## src/rtl/music_pkg.sv

```systemverilog
// Shared note-table constants and loader state encoding.
// Pure declarations; no latency or flow control of its own.
package music_pkg;

    localparam int NOTE_ADDR_W = 7;
    localparam int NOTE_DATA_W = 16;
    localparam int NOTE_DEPTH  = 128;

    typedef enum logic [2:0] {
        IDLE,
        LEN,
        HI,
        LO,
        DONE
    } state_t;

    // A length byte of zero encodes a full table.
    function automatic logic [7:0] len_decode(input logic [7:0] len_byte);
        return (len_byte == 8'd0) ? 8'd128 : len_byte;
    endfunction

endpackage

```

## src/rtl/note_ram_1r1w.sv

```systemverilog
// Single-clock note RAM, one write port and one registered read-first read port.
// Read latency 1 cycle; no flow control, no reset so it maps onto block RAM.
module note_ram_1r1w #(
    parameter int ADDR_W = 7,
    parameter int DATA_W = 16,
    parameter int DEPTH  = 128
) (
    input  logic              clk,
    input  logic              wr_en,
    input  logic [ADDR_W-1:0] wr_addr,
    input  logic [DATA_W-1:0] wr_data,
    input  logic [ADDR_W-1:0] rd_addr,
    output logic [DATA_W-1:0] rd_data
);

    logic [DATA_W-1:0] mem [DEPTH];

    always_ff @(posedge clk) begin
        if (wr_en) begin
            mem[wr_addr] <= wr_data;
        end
        rd_data <= mem[rd_addr];
    end

endmodule

```

## src/rtl/note_table_loader.sv

```systemverilog
// Loads the speaker_music note table from a length-prefixed big-endian byte stream.
// Reads return 1 cycle after rd_addr; byte_ready is a registered state decode, so producers hold bytes while it is low.
module note_table_loader
    import music_pkg::*;
#(
    parameter int ADDR_W = NOTE_ADDR_W,
    parameter int DATA_W = NOTE_DATA_W,
    parameter int DEPTH  = NOTE_DEPTH
) (
    input  logic              sys_clk,
    input  logic              sys_rst_n,
    input  logic              load_start,
    input  logic              byte_valid,
    input  logic [7:0]        byte_data,
    output logic              byte_ready,
    input  logic [ADDR_W-1:0] rd_addr,
    output logic [DATA_W-1:0] rd_data,
    output logic              table_valid,
    output logic              load_done,
    output logic [7:0]        words_loaded
);

    state_t            state;
    state_t            state_nx;
    logic [ADDR_W-1:0] wr_addr;
    logic [7:0]        word_cnt;
    logic [7:0]        len;
    logic [7:0]        hi_byte;
    logic              accept;
    logic              wr_en;
    logic              rd_primed;
    logic [DATA_W-1:0] ram_q;

    assign accept = byte_valid && byte_ready;
    assign wr_en  = (state == LO) && accept && !load_start;

    always_comb begin
        state_nx = state;
        unique case (state)
            IDLE: if (load_start) state_nx = LEN;
            LEN: begin
                if (load_start)  state_nx = LEN;
                else if (accept) state_nx = HI;
            end
            HI: begin
                if (load_start)  state_nx = LEN;
                else if (accept) state_nx = LO;
            end
            LO: begin
                if (load_start)  state_nx = LEN;
                else if (accept) state_nx = (word_cnt + 8'd1 == len) ? DONE : HI;
            end
            DONE:    state_nx = load_start ? LEN : IDLE;
            default: state_nx = IDLE;
        endcase
    end

    always_ff @(posedge sys_clk or negedge sys_rst_n) begin
        if (!sys_rst_n) begin
            state        <= IDLE;
            byte_ready   <= 1'b0;
            load_done    <= 1'b0;
            table_valid  <= 1'b0;
            words_loaded <= 8'd0;
            wr_addr      <= '0;
            word_cnt     <= 8'd0;
            len          <= 8'd0;
            hi_byte      <= 8'd0;
            rd_primed    <= 1'b0;
        end else begin
            state      <= state_nx;
            byte_ready <= (state_nx == LEN) || (state_nx == HI) || (state_nx == LO);
            load_done  <= (state_nx == DONE);
            rd_primed  <= 1'b1;

            if (load_start) begin
                wr_addr  <= '0;
                word_cnt <= 8'd0;
            end else if (wr_en) begin
                wr_addr  <= wr_addr + 1'b1;
                word_cnt <= word_cnt + 8'd1;
            end

            if (state == LEN && accept && !load_start) len     <= len_decode(byte_data);
            if (state == HI  && accept && !load_start) hi_byte <= byte_data;

            // A restart issued during the DONE cycle wins over the completion.
            if (load_start)         table_valid <= 1'b0;
            else if (state == DONE) table_valid <= 1'b1;

            if (state == DONE) words_loaded <= len;
        end
    end

    note_ram_1r1w #(
        .ADDR_W (ADDR_W),
        .DATA_W (DATA_W),
        .DEPTH  (DEPTH)
    ) u_ram (
        .clk     (sys_clk),
        .wr_en   (wr_en),
        .wr_addr (wr_addr),
        .wr_data ({hi_byte, byte_data}),
        .rd_addr (rd_addr),
        .rd_data (ram_q)
    );

    // The RAM read register has no reset; mask it until its first post-reset capture.
    assign rd_data = rd_primed ? ram_q : '0;

endmodule

```

## config.mk

```make
export PLATFORM = sky130hd
export DESIGN_NAME = note_table_loader
export DESIGN_NICKNAME = d
export VERILOG_FILES = /design/src/rtl/music_pkg.sv /design/src/rtl/note_ram_1r1w.sv /design/src/rtl/note_table_loader.sv
export SDC_FILE = /design/constraint.sdc
export NUM_CORES = 2
export LEC_CHECK = 0
export ABC_AREA = 1
export ABC_CLOCK_PERIOD_IN_PS = 2350
export CAP_MARGIN = 20
export CELL_PAD_IN_SITES_DETAIL_PLACEMENT = 1
export CELL_PAD_IN_SITES_GLOBAL_PLACEMENT = 2
export CORE_UTILIZATION = 40
export DETAILED_ROUTE_END_ITERATION = 8
export HOLD_SLACK_MARGIN = 0.02
export PLACE_DENSITY_LB_ADDON = 0.05
export SLEW_MARGIN = 15
export SYNTH_ARGS = -nofsm -noshare
export SYNTH_HDL_FRONTEND = slang
export SYNTH_SLANG_ARGS = --single-unit
```

## constraint.sdc

```tcl
create_clock -name sys_clk -period 2.35 [get_ports sys_clk]
set_clock_uncertainty 0.05 [all_clocks]
set_input_delay 0.47 -clock sys_clk [delete_from_list [all_inputs] [get_ports sys_clk]]
set_output_delay 0.47 -clock sys_clk [all_outputs]
set_load 0.005 [all_outputs]
```

## Word-level counts from Yosys, hierarchy flattened

Memories as Yosys holds them, arrays and structs flattened. A register that Yosys moved wholly into a read port is not among the register bits.
Index checks and enable logic that the tools add are counted.

- Bits in registers: 46
- Output and inout port bits: 27
- Bits in writable memories: 2048
- Memories kept: 1
- Input port bits: 19

Memory list:

| name | depth | bits a word | rd ports | clocked after memory_dff | write ports | RTL line | source |
|---|---|---|---|---|---|---|---|
| u_ram.mem | 128 | 16 | 1 | 1 | 1 | note_ram_1r1w.sv:16 | `logic [DATA_W-1:0] mem [DEPTH];` |

- Reductions and logical operators: 14
- Equality and inequality tests: 9
- Multiplexer cells: 20
- Add/sub/neg operators: 2

Operators with widths:

| kind | count |
|---|---|
| $mux 3 | 8 |
| $mux 8 | 3 |
| $mux 16 | 1 |
| $pmux 3 s5 | 1 |
| $mux 7 | 2 |
| $eq 3x2->1 const B | 4 |
| $add 8x1->8 const B | 1 |
| $eq 8x8->1 | 1 |
| $logic_not 8->1 | 1 |
| $add 7x1->7 const B | 1 |
| $logic_and 1x1->1 | 7 |
| $eq 3x1->1 const B | 2 |
| $eq 3x3->1 const B | 2 |
| $mux 1 | 5 |
| $reduce_bool 2->1 | 2 |
| $logic_not 3->1 | 1 |
| $logic_or 1x1->1 | 2 |
| $logic_not 1->1 | 1 |

## Logic depth before layout (Yosys ltp)

- Word-level depth: 9
- Mapped depth: 14
- Mapped depth without buffers: 14

## By module

A second synthesis with hierarchy kept.

- Cells, all modules: 7094
- Area, all modules: 85171.7 µm²

By module, submodules not included:

| module | area an instance (µm²) | cells each | instances | seq. area each (µm²) |
|---|---|---|---|---|
| note_ram_1r1w | 82828.2 | 6793 | 1 | 61819.3 |
| note_table_loader | 2343.5 | 301 | 1 | 1151.1 |

## Least setup slack after synthesis

Ideal clock, no wire load.

- Path kind: input -> register
- From: in byte_valid
- To: mem u_ram.mem[105][0], enable pin
- Buffers on the path: 1
- Path slack: -0.251 ns
- Arrival: 2.162 ns
- Stages: 7
- Path through: nand2_1 nor2_1 inv_1 nor3_4 nand3_1 buf_2 nor2_1

- Cells in the longest elaborated chain, start to end: 5

Ends and longest elaborated chain:

| item | RTL line | source |
|---|---|---|
| from (decl) | note_table_loader.sv:13 | `input logic byte_valid,` |
| $logic_and 1x1->1 | note_table_loader.sv:34 | `assign accept = byte_valid && byte_ready;` |
| $logic_and 1x1->1 (2 in a row) | note_table_loader.sv:35 | `assign wr_en = (state == LO) && accept && !load_start;` |
| $mux 1 | note_ram_1r1w.sv:19 | `if (wr_en) begin` |
| $mux 1 (not written as such) | note_ram_1r1w.sv:20 | `mem[wr_addr] <= wr_data;` |
| to (decl) | note_ram_1r1w.sv:16 |  |

No other way between the ends.

## Worst setup path in the final report

- From: reg rd_primed
- To: out rd_data[3]

- Cells in the longest elaborated chain, start to end: 1

Ends and longest elaborated chain:

| item | RTL line | source |
|---|---|---|
| from (decl) | note_table_loader.sv:31 | `logic rd_primed;` |
| from (signal assigned) | note_table_loader.sv:69 | `rd_primed <= 1'b0;` |
| from (signal assigned) | note_table_loader.sv:74 | `rd_primed <= 1'b1;` |
| $mux 16 | note_table_loader.sv:109 | `assign rd_data = rd_primed ? ram_q : '0;` |
| to (decl) | note_table_loader.sv:17 | `output logic [DATA_W-1:0] rd_data,` |

No other way between the ends.

==> run metrics <==
ys async rst share=0.0218; Final HPWL DP=around 190000 um; Mapped Cells=around 7000; drt pass-1 iters=5; Startpoint Class=flop; Cell Pwr Density=between 800 and 900 nW/um^2; Finished Cell Area=between 100000 and 150000 sq um; share of cells above drive strength 1=0.147; initial core utilization=0.404; Req. time, crit path=between 1.5 and 2 ns; FF+latch count, synth=about 2100; Chip Width=463 um; Final Hold Viols=0; TritonCTS buffer count=between 200 and 250; Clock Path Buffers=3; Hold WS=0.0944 ns; WS Path Type=flop to output pin; wire per inst=around 27 um; clock slew at reported path FFs=around 0.060 ns; fin util=0.488; Most used DFF post-synth=edfxtp_1; # Max-Cap Violations=0; vias per cell=between 5 and 6; Syn Area/Cell=about 12 sq um; Leak Pwr=around 37 nW; Buffers on Ports=45; unrepaired setup endpoints after global routing=true; vias in the first global route=between 50000 and 60000; Tmin final=2.38 ns; number of DRC markers in iteration 0=approximately 5500; final WL=roughly 290000 um; # clock sinks=~2100; Synth top area share=0.723; initial antenna violation count=7; run status=finished, violations left; Filler cells=roughly 21000; max-slew violation count=0; core area=around 210000 sq um; CP Capture Type=output pin; Synth area leaders=edfxtp_1, nand3_1, nand2_1; dpl cell area=roughly 94000 sq um; crit path DAT=1.86 ns; violated checks=setup timing; area grow syn2layout=20.9%; global route overflow=0; slew at the pin closest to its max-slew limit=0.700 ns; final setup vio count=13; critical-path maximum fanout=5; htree depth=4; Yosys warning count=0; Final WS setup=-0.0326 ns; TritonCTS clock tree=built; die area=~210000 sq um; FP Rows=168; Max rail drop VDD=approximately 0.00096 V; Post-synth EDFFs=2048; I/O Pins=46; syn_nets=~7000; Routed Antenna Nets=0; Non-Filler Instances=roughly 11000; # DRC=0; Die Ht=approximately 460 um; Syn Std Cell Area=85000 sq um; FMAX=420 MHz; post-synthesis sequential area ratio=0.741; first-pass GRT wire length=between 400000 and 500000 um; Synth cell types=35; Hold Path Class=primary input to asynchronous set/reset pin; Layout Nets=~7500; Root Driver=clkbuf_16; total track usage=0.266; post-synth top area cell=edfxtp_1; final worst path period share=1.01; Skew-Pair Late Insertion Delay=slightly below 0.9 ns; vias=~57000; Max-slew headroom=0.533; largest net degree at the start of global routing=69; Routability Congestion=0.865; placed cells=~10000
through the flow:
step	TNS [ns]	power (mW)	setup WS, ns
final	-0.203	87.7	-0.0326
after global routing	-1.04	90.0	-0.0846
after CTS	-1.90	88.4	-0.223
after detailed placement	-751.82	51.4	-0.565
after global placement	-710.38	51.3	-0.604
after floorplan	-149.37	46.7	-0.251
synthesized netlist by cell type, types with 16 or more instances:
library cell	number
nor2_1	150
nand2_1	2166
buf_4	37
inv_1	66
buf_2	276
dfrtp_1	46
buf_6	19
buf_1	40
dfxtp_1	16
o21ai_0	31
clkbuf_1	89
edfxtp_1	2048
nand3_1	2043
power by group:
group / internal [mW] / leakage [nW] / switching, mW
Sequential: 42.5 / 19.3 / 0.407
Combinational: 2.05 / 13.8 / 5.70
Clock: 21.7 / 3.74 / 15.3
Total: 66.2 / 36.9 / 21.4
sequential cells by signal (all words and copies together), names as in the netlist:
signal         count
u_ram.mem       2048
table_valid        1
words_loaded       8
load_done          1
rd_primed          1
hi_byte            8
wr_addr            7
u_ram.rd_data     16
byte_ready         1
word_cnt           8
len                8
state              3
critical path, stage by stage (launching register included):
cell and delay [ns]:
dfrtp_2 0.45, buf_12 0.16, buf_12 0.15, nand2_8 0.08
inv_2 0.04, buf_6 0.10
layout by cell type (no fill, tap or decap), types with 5 or more instances in the layout:
cell	synthesis	final
dlygate4sd3_1	0	10
o22ai_1	5	5
inv_16	0	5
bufinv_16	0	34
clkinv_1	1	43
buf_4	37	364
nand2_1	2166	2148
clkbuf_1	89	46
inv_2	4	15
nor2_2	0	69
buf_12	0	241
nand2_8	0	11
dfrtp_4	0	8
inv_6	0	5
clkdlybuf4s50_1	0	13
buf_2	276	8
nor2_1	150	75
nand3_4	4	6
clkinvlp_4	0	9
buf_6	19	39
nand3_1	2043	2040
inv_1	66	48
dfrtp_1	46	37
dfxtp_1	16	16
clkbuf_16	0	227
clkinv_2	0	46
edfxtp_1	2048	2048
o21ai_0	31	31
nor2_4	1	7
a21oi_1	7	7
clkbuf_8	0	5
per-layer routing:
layer / wire length [um] / GRT usage / vias up
met5: 0 / 0 / -
met4: 6980 / 0.0678 / 0
met3: 13700 / 0.0308 / 363
met2: 136000 / 0.430 / 1428
met1: 131000 / 0.382 / 29530
li1: - / - / 26122
worst paths after layout:
check	from	slack [ns]	depth (start not counted)	end
worst max-delay path	rd_primed$_DFF_PN0_	-0.03	5	rd_data[3]
max in group asynchronous	sys_rst_n	1.45	3	table_valid$_DFFE_PN0P_
worst min-delay path	sys_rst_n	0.09	3	words_loaded[0]$_DFFE_PN0P_
worst max register to register	state[2]$_DFF_PN0_	0.07	10	u_ram.mem[17][3]$_DFFE_PP_
min in group sys_clk	rd_addr[4]	0.30	6	u_ram.rd_data[6]$_DFF_P_
worst min register to register	words_loaded[2]$_DFFE_PN0P_	0.44	2	words_loaded[2]$_DFFE_PN0P_
timing repair:
item / CTS / global route
cloned: 1 / 5
hold buffers: 10 / 0
resized for setup: 143 / 67
buffers inserted: 9 / 4
endpoints found under the hold margin: 136 / 0
pin swaps: 1 / 5
setup endpoints to repair: 703 / 810
logic make-up (layout without fill, tap and decap cells):
kind of cell,count (synthesis),in the layout,synth area share
AND/OR/NAND/NOR,4376,4376,0.225
flip-flops,2110,2110,0.741
buffers and inverters,533,1181,0.0309
AO/OA/AOI/OAI,47,47,0.00296
adder cells (fa/ha/maj),2,2,0.000294
multiplexers,2,2,0.000265
other,1,5,0.0000441
XOR/XNOR,1,1,0.000103
layout make-up:
class / instances / area, sq um / share of cell area
multi-input cells: 4429 / 19900 / 0.193
repair buffers: 682 / 8350 / 0.0813
flip-flops and latches: 2110 / 63000 / 0.613
well taps: 2805 / 3510 / 0.0342
diodes: 4 / 10.0 / 0.0000974
inverters: 72 / 317 / 0.00308
clock inverters: 149 / 1750 / 0.0171
clock buffers: 278 / 5920 / 0.0576
(Power assumes the default switching activity.)
